===== src/rtl/sound_arbiter_pkg.sv =====
// Shared sound types, FSM states and per-sound lookup tables.
package sound_arbiter_pkg;

  typedef enum logic [2:0] {
    SND_NONE,
    SND_CHOMP,
    SND_EAT_GHOST,
    SND_DEATH,
    SND_INTRO
  } sound_t;

  typedef enum logic [1:0] {
    IDLE,
    PLAY,
    GAP
  } state_t;

  localparam int NUM_SOUNDS = 4;
  localparam int MAX_SOUND_FRAMES = 240;

  localparam sound_t SOUND_MAP [NUM_SOUNDS] = '{
    SND_CHOMP, SND_EAT_GHOST, SND_DEATH, SND_INTRO
  };

  localparam int SOUND_FRAMES [NUM_SOUNDS] = '{
    8, 30, 90, 240
  };

  // Requesters beyond the table reuse the last entry.
  function automatic int clamp_idx(input int idx);
    return (idx < NUM_SOUNDS) ? idx : NUM_SOUNDS - 1;
  endfunction

  function automatic sound_t sound_of(input int idx);
    return SOUND_MAP[clamp_idx(idx)];
  endfunction

  function automatic int frames_of(input int idx);
    return SOUND_FRAMES[clamp_idx(idx)];
  endfunction

endpackage


===== src/rtl/sound_arbiter_prio_encoder.sv =====
// Highest-index-wins priority encoder with a valid flag.
module prio_encoder #(
  parameter int N  = 4,
  parameter int IW = (N > 1) ? $clog2(N) : 1
) (
  input  logic [N-1:0]  req_i,
  output logic [IW-1:0] idx_o,
  output logic          valid_o
);

  always_comb begin
    idx_o   = '0;
    valid_o = 1'b0;
    for (int i = 0; i < N; i++) begin
      if (req_i[i]) begin
        idx_o   = IW'(i);
        valid_o = 1'b1;
      end
    end
  end

endmodule


===== src/rtl/sound_arbiter.sv =====
// Priority sound arbiter with frame-timed playback and a silent gap.
// Define SOUND_QUEUE_EN to keep lower-priority requests queued.
module sound_arbiter
  import sound_arbiter_pkg::*;
#(
  parameter int NUM_REQ    = 4,
  parameter int GAP_FRAMES = 1
) (
  input  logic               clk,
  input  logic               rst,
  input  logic               en,
  input  logic               frame_stb,
  input  logic [NUM_REQ-1:0] req,
  output sound_t             sound_type,
  output logic [NUM_REQ-1:0] grant,
  output logic               busy
);

  localparam int IW   = (NUM_REQ > 1) ? $clog2(NUM_REQ) : 1;
  localparam int MAXF = (GAP_FRAMES > MAX_SOUND_FRAMES) ?
                        GAP_FRAMES : MAX_SOUND_FRAMES;
  localparam int CW   = $clog2(MAXF + 1);
  localparam logic [CW-1:0] GAP_LD = CW'(GAP_FRAMES);

  state_t             state_q;
  logic [CW-1:0]      cnt_q;
  logic [IW-1:0]      cur_q;
  logic [NUM_REQ-1:0] pend_q;
  logic [NUM_REQ-1:0] pend_d;
  logic [NUM_REQ-1:0] grant_q;
  sound_t             snd_q;

  logic [NUM_REQ-1:0] act;
  logic [IW-1:0]      cand;
  logic               cand_v;
  logic               start;

  assign act = pend_q | req;

  prio_encoder #(
    .N  (NUM_REQ),
    .IW (IW)
  ) u_prio (
    .req_i   (act),
    .idx_o   (cand),
    .valid_o (cand_v)
  );

`ifndef SOUND_QUEUE_EN
  logic [NUM_REQ-1:0] low_mask;
  assign low_mask = (NUM_REQ'(1) << cur_q) - NUM_REQ'(1);
`endif

  // Start covers first play, preemption and retrigger alike.
  always_comb begin
    start = 1'b0;
    unique case (state_q)
      IDLE:    start = cand_v;
      PLAY:    start = cand_v && (cand > cur_q || req[cur_q]);
      default: start = 1'b0;
    endcase
    start = start & en;
  end

  always_comb begin
    pend_d = act;
`ifndef SOUND_QUEUE_EN
    if (state_q == PLAY) pend_d = pend_d & ~low_mask;
`endif
    if (start) pend_d[cand] = 1'b0;
    if (!en) pend_d = '0;
  end

  always_ff @(posedge clk or posedge rst) begin
    if (rst) begin
      state_q <= IDLE;
      cnt_q   <= '0;
      cur_q   <= '0;
      pend_q  <= '0;
      grant_q <= '0;
      snd_q   <= SND_NONE;
    end else begin
      pend_q  <= pend_d;
      grant_q <= '0;
      if (!en) begin
        state_q <= IDLE;
        cnt_q   <= '0;
        snd_q   <= SND_NONE;
      end else if (start) begin
        state_q       <= PLAY;
        cur_q         <= cand;
        cnt_q         <= CW'(frames_of(int'(cand)));
        snd_q         <= sound_of(int'(cand));
        grant_q[cand] <= 1'b1;
      end else if (frame_stb) begin
        unique case (state_q)
          PLAY: begin
            if (cnt_q == CW'(1)) begin
              snd_q <= SND_NONE;
              if (GAP_FRAMES == 0) begin
                state_q <= IDLE;
                cnt_q   <= '0;
              end else begin
                state_q <= GAP;
                cnt_q   <= GAP_LD;
              end
            end else if (cnt_q != '0) begin
              cnt_q <= cnt_q - CW'(1);
            end
          end
          GAP: begin
            if (cnt_q <= CW'(1)) begin
              state_q <= IDLE;
              cnt_q   <= '0;
            end else begin
              cnt_q <= cnt_q - CW'(1);
            end
          end
          default: ;
        endcase
      end
    end
  end

  assign sound_type = snd_q;
  assign grant      = grant_q;
  assign busy       = (state_q != IDLE);

endmodule


===== config.mk =====
export PLATFORM = sky130hd
export DESIGN_NAME = sound_arbiter
export DESIGN_NICKNAME = d
export VERILOG_FILES = /design/src/rtl/sound_arbiter_pkg.sv /design/src/rtl/sound_arbiter_prio_encoder.sv /design/src/rtl/sound_arbiter.sv
export SDC_FILE = /design/constraint.sdc
export NUM_CORES = 1
export LEC_CHECK = 0
export BUFFER_PORTS_ARGS = -buffer_cell sky130_fd_sc_hd__buf_2
export CORE_MARGIN = 2
export CORE_UTILIZATION = 50
export CTS_BUF_LIST = sky130_fd_sc_hd__clkbuf_16
export DETAILED_ROUTE_END_ITERATION = 12
export PLACE_DENSITY = 0.8
export SKIP_CTS_REPAIR_TIMING = 1
export SLEW_MARGIN = 20
export SYNTH_ARGS = -nofsm -noshare
export SYNTH_HDL_FRONTEND = slang
export SYNTH_SLANG_ARGS = --single-unit

===== constraint.sdc =====
create_clock -name clk -period 6.1 [get_ports clk]
set_input_delay 1.22 -clock clk [delete_from_list [all_inputs] [get_ports clk]]
set_output_delay 1.22 -clock clk [all_outputs]
set_load 0.005 [all_outputs]

==> impl_results.md <==
* Fin crit share at 57.8%
* Area post-placement at 0.00150 mm^2
* Antenna Nets Post-Route at 0
* Mapped Area at 0.00142 mm^2
* Area of the multi-input gates at 768 um^2
* Top cells by area, synth: dfrtp_1 (41%), ha_1 (6.2%), o31ai_1 (4.2%)
* Util after Layout at 57.8%
* Largest family of logic cells by synthesized area: compound AO/OA/AOI/OAI gates
* Core ar. at 0.00273 mm^2
* Synth Area in Adders at 6.18%
* Inserted Clock Buffers at 3
* Syn Nets at 169
* YS warnings at 0
* # setup viols final at 0
* FF-to-FF Start: pend_q[3]
* #FFs+latches synth at 23
* Reg area at 576 um^2
* Hold slack final at 0.580 ns
* Maximum net fanout on the critical path at 13
* Pre-CTS setup slack at 2.35 ns
* Final Skew at 0.00260 ns
* Setup CP Type: primary input to flip-flop
* Final hold vios at 0
* Placed wire-length estimate at 2560 um
* CTS root buf: clkbuf_16
* Gr usage total at 23.2%
* Gate power share at 52.3%
* Port bufs at 15
* Skew-Pair Late Insertion Delay at 0.26 ns
* Post-layout minimum cycle time at 3.53 ns
* Detailed-route via count at 1,238
* Nets at 184
* Max Slew Vio Count at 0
* Post-Place Cells at 195
* Switching portion of total power at 45.3%
* # Max-Cap Violations at 0
* Status: finished, final reports clean
* First-pass GRT wire length at 5770 um
* Synth Area in Compound Gates at 24.8%
* Worst Min Path Start: sound_type[1]
* Syn Area/Cell at 9.21 um^2
* Vias per cell at 6.22
* Pleak at 0.719 nW
* Fillers at 240
* GP Congestion at 0.858
* Reg2Reg Setup Slack at 3.27 ns
* Final WL at 3370 um
* Hold Path Stages at 2
* Slew HR at 44.1%
* Critical Path Start Type: primary input
* Flop pwr share at 30.8%
* Setup TNS at 0 ns
* Worst Path Required at 6.25 ns
* Initial antenna violation count at 0
* RSZ-0062 raised after global routing: no
* Max Root-Sink Buffers at 2
* Remaining DRCs at 0
* CP Capture Type: flip-flop
* FF-to-FF path depth at 8
* R2R Path End: cur_q[1]
* Multiplexer share of the synthesized area at 2.65%
* Pwr Total at 841 uW
* Pwr/cell area at 532 mW/mm^2
* Synth Area in XOR/XNOR at 1.85%
* Area growth syn-to-layout at 11.4%
* WL/cell at 16.9 um
* Post-synth EDFFs at 0
* Final instance area at 0.00158 mm^2
* Worst-margin pin slew at 0.838 ns
* Hold Path Class: flip-flop to flip-flop
* Synth unique cells at 40
* CTS H-tree depth at 1
* WP data arrival at 3.67 ns
* Initial Utilization at 51.9%
* Cell taking the most area after synthesis: dfrtp_1
* Die Y at 57.2 um
* Layout cells sized above 1 at 16.7%
* Worst Hold Endpoint: sound_type[1]
* Sink Count at 23
* Num rows at 19
* Clock Power Share at 16.9%
* I/O pins at 16
* Synth top area share at 40.6%
* Clk slew on worst S/H paths at 0.06 ns
* Post-route insts no fill at 199
* Fmax at 0.284 GHz
* Vias in the first global route at 1,249
* CTS tree: done
* Async S/R FF share, synth at 100%
* Switching power at 381 uW
* VDD IR max at 0.432 mV
* Die ar. at 0.00328 mm^2
* Syn Inst Count at 154
* Main synth FF type: dfrtp_1
* Antenna cells at 0
* Final worst slack at 2.57 ns
* Drt first pass iters at 4
* Seq/Total Area, Yosys at 40.6%
* Internal at 460 uW
* Global route overflow at 0
* Pin count of the biggest net entering global routing at 24
* Post-synthesis simple-gate area fraction at 18.7%
* Initial DRC Count at 85
* Die Width at 57.2 um
-- state kept, by name, indices dropped and copies added, names as in the netlist --
| name | flops |
|---|---|
| cnt_q | 8 |
| cur_q | 2 |
| grant | 4 |
| pend_q | 4 |
| sound_type | 3 |
| state_q | 2 |
-- worst max-delay path: stages --
cell	delay [ns]
buf_2	0.11
nor2_1	0.32
nand2_1	0.21
ha_1	0.33
nor2b_1	0.14
a2bb2oi_1	0.15
nor3_2	0.52
or3_1	0.34
mux2_4	0.32
-- routing by layer --
| layer | global-route usage [%] | wire [um] | vias to the layer above |
|---|---|---|---|
| met4 | 7.31 | 44 | 0 |
| li1 | - | - | 592 |
| met1 | 29.2 | 1450 | 601 |
| met3 | 5.44 | 195 | 6 |
| met2 | 39.6 | 1680 | 39 |
| met5 | 0 | 0 | - |
-- layout by cell type (no fill, tap or decap), types with 2 or more instances in the layout --
cell type,netlist,layout
a21oi_1,10,10
a31oi_1,6,6
buf_2,2,15
clkbuf_16,0,3
dfrtp_1,23,23
ha_1,7,7
inv_1,11,11
nand2_1,11,11
nand3_1,5,5
nand3b_1,3,3
nand4_1,2,2
nor2_1,13,13
nor3_1,9,9
o211ai_1,5,5
o21a_1,3,3
o21ai_0,7,6
o21ai_1,3,4
o31ai_1,8,8
or2_2,2,2
or3_1,2,2
xnor2_1,2,2
-- kinds of logic (layout without fill, tap and decap cells) --
logic type,Yosys count,after routing
muxes,2,2
xor gates and xnor gates,3,3
AOI/OAI and AO/OA,51,51
adders and majority gates,7,7
DFF,23,23
buffers and inverters,16,30
and+or+nand+nor,52,52
-- final cells by class --
type                            count  area share [%]
Timing Repair Buffer               15            4.75
Multi-Input combinational cell    115            48.7
Clock inverter                      1           0.317
Sequential cell                    23            36.5
Tap cell                           31            2.46
Clock buffer                        3            4.75
Inverter                           11            2.61
-- cells in the mapped netlist (all sizes together) (2+ instances only) --
cell type,instances
o21a,3
or2,2
o21ai,11
dfrtp,23
nand2,11
o211ai,5
nor2,14
o31ai,8
inv,11
a21oi,10
nand3,5
or3,2
a31oi,6
nor3,10
nand3b,3
ha,7
xnor2,2
nand4,2
buf,4
-- power by group through the flow --
stage,logic (mW),clock network (mW),registers [mW]
final,0.440,0.142,0.259
after global placement,0.413,0,0.255
after global routing,0.491,0.153,0.266
after floorplan,0.350,0,0.246
after detailed placement,0.432,0,0.258
after CTS,0.434,0.144,0.257
-- worst max path at each step --
stage                    end  slack [ns]  startpoint
finish              cur_q[1]        2.57      req[3]
global route        cur_q[1]        2.39      req[3]
CTS                 cur_q[1]        2.61      req[3]
detailed placement  cur_q[1]        2.35      req[3]
global placement    cur_q[1]        2.47      req[3]
floorplan           cur_q[1]        2.84      req[3]
No activity file was read; power rests on OpenSTA's default activity.
